## src/rtl/phy_rx_dpll_if.sv

```systemverilog
// Receive-side bundle of the oversampling DPLL: line inputs plus recovered-bit outputs.
// The master drives the line, the slave is the DPLL.
interface phy_rx_dpll_if #(
  parameter int unsigned OSR = 4
);
  localparam int unsigned CW = $clog2(OSR);

  logic          r_dat;
  logic          r_se_en;
  logic          rr_dat;
  logic          rr_dat_en;
  logic          rr_se_en;
  logic          rx_active;
  logic          rx_err;
  logic [CW-1:0] phase;

  modport master (
    output r_dat, r_se_en,
    input  rr_dat, rr_dat_en, rr_se_en, rx_active, rx_err, phase
  );

  modport slave (
    input  r_dat, r_se_en,
    output rr_dat, rr_dat_en, rr_se_en, rx_active, rx_err, phase
  );
endinterface

```

## src/rtl/phy_rx_dpll.sv

```systemverilog
// Oversampling receive DPLL: re-aligns a bit-phase counter on every data edge, strobes
// mid-bit, and tracks packet / EOP framing with a bit-stuffing run-length check.
module phy_rx_dpll #(
  parameter int unsigned OSR     = 4,
  parameter int unsigned MAX_RUN = 7
) (
  input logic          clk,
  input logic          rst_n,
  phy_rx_dpll_if.slave rx
);
  localparam int unsigned   CW       = $clog2(OSR);
  localparam int unsigned   HALF     = OSR / 2;
  localparam logic [CW-1:0] PhHalf   = CW'(HALF);
  localparam logic [4:0]    RunLimit = 5'(MAX_RUN);

  typedef enum logic [1:0] {StIdle, StActive, StEop} state_e;

  state_e        state_q, state_d;
  logic          d_q, se_q;
  logic [CW-1:0] ph_q, ph_d;
  logic [3:0]    run_q, run_d;
  logic [4:0]    run_inc;
  logic          rr_dat_q, rr_dat_d;
  logic          rr_dat_en_q, rr_dat_en_d;
  logic          rr_se_en_q, rr_se_en_d;
  logic          rx_err_q, rx_err_d;
  logic          edge_det;
  logic          strobe;

  // Transitions into or out of SE0 are not data edges.
  assign edge_det = ~rx.r_se_en & ~se_q & (rx.r_dat != d_q);
  assign strobe   = (ph_q == PhHalf) & ~edge_det & (state_q != StIdle);
  assign ph_d     = edge_det ? CW'(1) : ph_q + CW'(1);
  assign run_inc  = {1'b0, run_q} + 5'd1;

  always_comb begin
    state_d     = state_q;
    run_d       = run_q;
    rr_dat_d    = rr_dat_q;
    rr_dat_en_d = 1'b0;
    rr_se_en_d  = 1'b0;
    rx_err_d    = 1'b0;

    if (edge_det) begin
      run_d = '0;
    end

    unique case (state_q)
      StIdle: begin
        if (edge_det && !rx.r_dat) begin
          state_d = StActive;
        end
      end
      StActive: begin
        if (strobe) begin
          if (rx.r_se_en) begin
            rr_se_en_d  = 1'b1;
            rr_dat_d    = 1'b1;
            rr_dat_en_d = 1'b1;
            state_d     = StEop;
          end else if (run_inc > RunLimit) begin
            rx_err_d = 1'b1;
            state_d  = StIdle;
          end else begin
            rr_dat_d    = rx.r_dat;
            rr_dat_en_d = 1'b1;
            run_d       = run_inc[3:0];
          end
        end
      end
      StEop: begin
        // SE0 of any length keeps us here; J closes cleanly, K is a bad EOP.
        if (strobe && !rx.r_se_en) begin
          state_d  = StIdle;
          rx_err_d = ~rx.r_dat;
        end
      end
      default: state_d = StIdle;
    endcase
  end

  always_ff @(posedge clk or negedge rst_n) begin
    if (!rst_n) begin
      state_q     <= StIdle;
      d_q         <= 1'b1;
      se_q        <= 1'b0;
      ph_q        <= '0;
      run_q       <= '0;
      rr_dat_q    <= 1'b1;
      rr_dat_en_q <= 1'b0;
      rr_se_en_q  <= 1'b0;
      rx_err_q    <= 1'b0;
    end else begin
      state_q     <= state_d;
      d_q         <= rx.r_dat;
      se_q        <= rx.r_se_en;
      ph_q        <= ph_d;
      run_q       <= run_d;
      rr_dat_q    <= rr_dat_d;
      rr_dat_en_q <= rr_dat_en_d;
      rr_se_en_q  <= rr_se_en_d;
      rx_err_q    <= rx_err_d;
    end
  end

  assign rx.rr_dat    = rr_dat_q;
  assign rx.rr_dat_en = rr_dat_en_q;
  assign rx.rr_se_en  = rr_se_en_q;
  assign rx.rx_err    = rx_err_q;
  assign rx.rx_active = (state_q != StIdle);
  assign rx.phase     = ph_q;
endmodule

```

## src/flat_wrapper.sv

```systemverilog
// flat-port wrapper written by rule: the top's interface ports become plain ports
module phy_rx_dpll_flat 
#(
  parameter int unsigned OSR     = 4,
  parameter int unsigned MAX_RUN = 7
)
  (clk, rst_n, rx_r_dat, rx_r_se_en, rx_rr_dat, rx_rr_dat_en, rx_rr_se_en, rx_rx_active, rx_rx_err, rx_phase);
  phy_rx_dpll_if #(.OSR(OSR)) rx_i ();
  input logic clk;
  input logic rst_n;
  input wire logic [$bits(rx_i.r_dat)-1:0] rx_r_dat;
  input wire logic [$bits(rx_i.r_se_en)-1:0] rx_r_se_en;
  output wire logic [$bits(rx_i.rr_dat)-1:0] rx_rr_dat;
  output wire logic [$bits(rx_i.rr_dat_en)-1:0] rx_rr_dat_en;
  output wire logic [$bits(rx_i.rr_se_en)-1:0] rx_rr_se_en;
  output wire logic [$bits(rx_i.rx_active)-1:0] rx_rx_active;
  output wire logic [$bits(rx_i.rx_err)-1:0] rx_rx_err;
  output wire logic [$bits(rx_i.phase)-1:0] rx_phase;
  assign rx_i.r_dat = rx_r_dat;
  assign rx_i.r_se_en = rx_r_se_en;
  assign rx_rr_dat = rx_i.rr_dat;
  assign rx_rr_dat_en = rx_i.rr_dat_en;
  assign rx_rr_se_en = rx_i.rr_se_en;
  assign rx_rx_active = rx_i.rx_active;
  assign rx_rx_err = rx_i.rx_err;
  assign rx_phase = rx_i.phase;
  phy_rx_dpll #(.OSR(OSR), .MAX_RUN(MAX_RUN)) u_core (.clk(clk), .rst_n(rst_n), .rx(rx_i));
endmodule
```

## config.mk

```make
export PLATFORM = sky130hd
export DESIGN_NAME = phy_rx_dpll_flat
export DESIGN_NICKNAME = d
export VERILOG_FILES = /design/src/rtl/phy_rx_dpll_if.sv /design/src/rtl/phy_rx_dpll.sv /design/src/flat_wrapper.sv
export SDC_FILE = /design/constraint.sdc
export NUM_CORES = 1
export LEC_CHECK = 0
export BUFFER_PORTS_ARGS = -buffer_cell sky130_fd_sc_hd__buf_4
export CAP_MARGIN = 10
export CORE_MARGIN = 4
export CORE_UTILIZATION = 45
export DETAILED_ROUTE_END_ITERATION = 10
export SKIP_CTS_REPAIR_TIMING = 1
export SLEW_MARGIN = 20
export SYNTH_ARGS = -nofsm -noshare
export SYNTH_HDL_FRONTEND = slang
export SYNTH_SLANG_ARGS = --single-unit
```

## constraint.sdc

```tcl
create_clock -name clk -period 4.23 [get_ports clk]
set_clock_uncertainty 0.2 [all_clocks]
set_input_delay 0.423 -clock clk [delete_from_list [all_inputs] [get_ports clk]]
set_output_delay 0.423 -clock clk [all_outputs]
set_load 0.05 [all_outputs]
```

==> summary.txt <==
Finish
  • FILL cells: 166
  • Synth-to-layout area growth: 15.88%
  • # diodes: 0
  • Cell area after layout: 977.2 µm²
  • Most frequent cells in the layout: 12 x dfrtp_1, 10 x buf_4, 8 x nand2_1, 6 x inv_1, 6 x ha_1
  • Layout Cells excl Fill: 120
  • Leading cell type in the layout, fill and taps excluded: dfrtp_1
  • Share of cells above drive strength 1: 24.21%
  • Layout Nets: 107

Hold path
  • Hold EP: u_core.d_q
  • Hold path start: rx_r_dat
  • Hold depth: 1
  • HP Class: in -> reg

GRT
  • Grt total ovfl: 0
  • Largest net degree at the start of global routing: 15
  • Initial antenna violation count: 0
  • Total Routing Usage GR: 14.81%
  • Vias in the first global route: 639
  • First-pass GRT wire length: 2898 µm

Place
  • Post-DP HPWL: 1229 µm
  • Placed Instances: 116
  • PortBufs: 10
  • GPL Wtd Cong: 0.7845
  • Post-place setup slack: 2.200 ns
  • Post-Place Cell Area: 944.7 µm²

STA
  • Setup-failing EPs final: 0
  • Worst-Margin Slew: 0.3784 ns
  • Final worst setup slack: 2.195 ns
  • Slew Limit Fails: 0
  • Max Clk Rate: 0.4915 GHz
  • Final Critical Period: 2.035 ns
  • Setup TNS: 0 ns
  • Max transition margin: 74.69%
  • RSZ-0062 raised after global routing: false
  • Final Cycle Share: 48.10%
  • Final hold vios: 0

Floorplanning
  • Initial Util: 48.32%
  • Cell Rows: 15
  • Die area: 2631 µm²
  • Die width: 51.29 µm
  • Core Area: 1745 µm²
  • Io pins: 11
  • Die span in y: 51.29 µm

Yosys
  • Post-synthesis sequential area ratio: 41.84%
  • Number of flops mapped to enable cells by yosys: 0
  • Cells after Synth: 82
  • Synth warn: 0
  • Netlist Area Pre-Place: 843.3 µm²
  • Syn Nets: 92
  • Synth Register Bits: 14
  • Mapped Avg Cell Area: 10.28 µm²
  • Async set or reset register ratio after synthesis: 100.0%
  • Yosys cell types: 37
  • Top FF cell, synth: dfrtp_1

Critical path
  • Critical Path Slowest Stage Cell: dfrtp_1
  • Worst reg-to-reg setup slack: 2.20 ns
  • R2R depth: 6
  • Reg2reg end: u_core.state_q[0]
  • Crit start category: register
  • Critical path endpoint category: register
  • Worst-path cell chain: inv_1, ha_1, or3_4, nor2_4, nor4b_2, o32a_1
  • Crit path kind: reg -> reg
  • Critical Path AT: 2.00 ns
  • Reg-to-Reg Start: u_core.run_q[0]
  • CP max FO: 6
  • CP max stage delay: 0.42 ns
  • CP Data Required Time: 4.20 ns

Power and ir drop
  • Leak Pwr: 0.4702 nW
  • Net Sw Frac: 42.50%
  • P_int: 0.2895 mW
  • VDD IR max: 0.3051 mV
  • NetSw: 0.2140 mW
  • Clock power frac: 14.9%
  • Combinational power share: 48.9%
  • PD cells: 515.2 nW/µm²
  • Flop pwr share: 36.2%

Clock network
  • Clock Sinks: 14
  • Clock Latency Late Sink: 0.28 ns
  • H-Tree Depth: 1
  • Root buf cell: clkbuf_4
  • CTS Buffer Depth: 2
  • CTS tree: built
  • Reg clk slew, reported paths: 0.08 ns
  • CTS buffer count: 3

Drt
  • Drt via density: 5.425
  • DR vias: 651
  • DRC viols: 0
  • DR WL/cell: 13.78 µm
  • Final ANT Viol Nets: 0
  • Post-Route WL: 1653 µm
  • Drt pass-1 iters: 4
  • DR iter-0 viols: 9

Job
  • Max Cap Viol: 0

Status
  • Status: finished, final reports clean
## per-layer routing
metal	routed length (µm)	vias up	global-route usage (%)
met5	0	-	0
met4	25	0	6.550
met3	94	4	2.624
met2	722	19	22.10
met1	812	308	20.76
li1	-	320	-
## cell families (layout without fill, tap and decap cells)
kind of cell | count (synthesis) | after routing | synth area share [%]
and+or+nand+nor | 35 | 35 | 25.82
AOI/OAI and AO/OA | 15 | 15 | 13.95
DFF | 14 | 14 | 41.84
buffers and inverters | 7 | 20 | 3.263
adders and majority gates | 6 | 6 | 8.902
muxes | 3 | 3 | 4.154
xor gates and xnor gates | 2 | 2 | 2.078
## area by class of cell
class / instances / area [µm²] / area share [%]
Clock buffer: 3 / 22.52 / 2.305
Inverter: 6 / 22.52 / 2.305
Multi-Input combinational cell: 61 / 462.9 / 47.38
Sequential cell: 14 / 352.8 / 36.11
Tap cell: 25 / 31.28 / 3.201
Timing Repair Buffer: 11 / 85.08 / 8.707
## synth_stat cells, types with 2 or more instances
library cell / number / area [µm²]
a21oi_1: 3 / 15.01
dfrtp_1: 12 / 300.3
dfstp_2: 2 / 52.55
ha_1: 6 / 75.07
inv_1: 6 / 22.52
mux2i_1: 2 / 20.02
nand2_1: 8 / 30.03
nand2b_1: 5 / 31.28
nand3_1: 4 / 20.02
nor2_1: 4 / 15.01
nor3_1: 2 / 10.01
o32a_1: 3 / 30.03
## worst max-delay path by stage
stage	startpoint	end	slack, ns
after floorplan	u_core.run_q[0]	u_core.state_q[1]	2.29
after global placement	u_core.run_q[0]	u_core.state_q[1]	2.23
after detailed placement	u_core.run_q[0]	u_core.state_q[1]	2.20
after CTS	u_core.run_q[0]	u_core.state_q[0]	2.19
after global routing	u_core.run_q[0]	u_core.state_q[1]	2.07
final	u_core.run_q[0]	u_core.state_q[0]	2.20
## power by group through the flow
stage | Combinational [mW] | Clock [mW] | Sequential, mW
2_1_floorplan | 0.139 | 0 | 0.227
3_3_place_gp | 0.242 | 0 | 0.184
3_5_place_dp | 0.246 | 0 | 0.186
4_1_cts | 0.247 | 0.0771 | 0.183
5_1_grt | 0.268 | 0.0835 | 0.188
6_report | 0.246 | 0.0750 | 0.182
## worst max-delay path, delay by kind of cell (launching register included)
kind            cells  cell delay (ns)
simple gates        3             0.59
flops               1             0.42
compound gates      1             0.32
fa+ha+maj           1             0.31
buf+inv             1             0.09
## flip-flops by register name, indices dropped and copies added, names as in the netlist
| register | count |
|---|---|
| u_core.run_q | 4 |
| u_core.d_q | 1 |
| u_core.rx.rr_se_en | 1 |
| u_core.rx.rx_err | 1 |
| u_core.rx.rr_dat | 1 |
| u_core.rx.phase | 2 |
| u_core.rx.rr_dat_en | 1 |
| u_core.se_q | 1 |
| u_core.state_q | 2 |
## stage by stage
| step | util [%] | power (mW) | hold WS, ns |
|---|---|---|---|
| floorplan | - | 0.3651 | -0.07259 |
| global placement | 54.12 | 0.4261 | 0.08322 |
| detailed placement | 54.12 | 0.4317 | 0.08405 |
| CTS | 55.41 | 0.5076 | -0.2237 |
| global route | 55.99 | 0.5391 | 0.06200 |
| finish | 55.99 | 0.5035 | 0.06901 |
No activity file was read; power rests on OpenSTA's default activity.
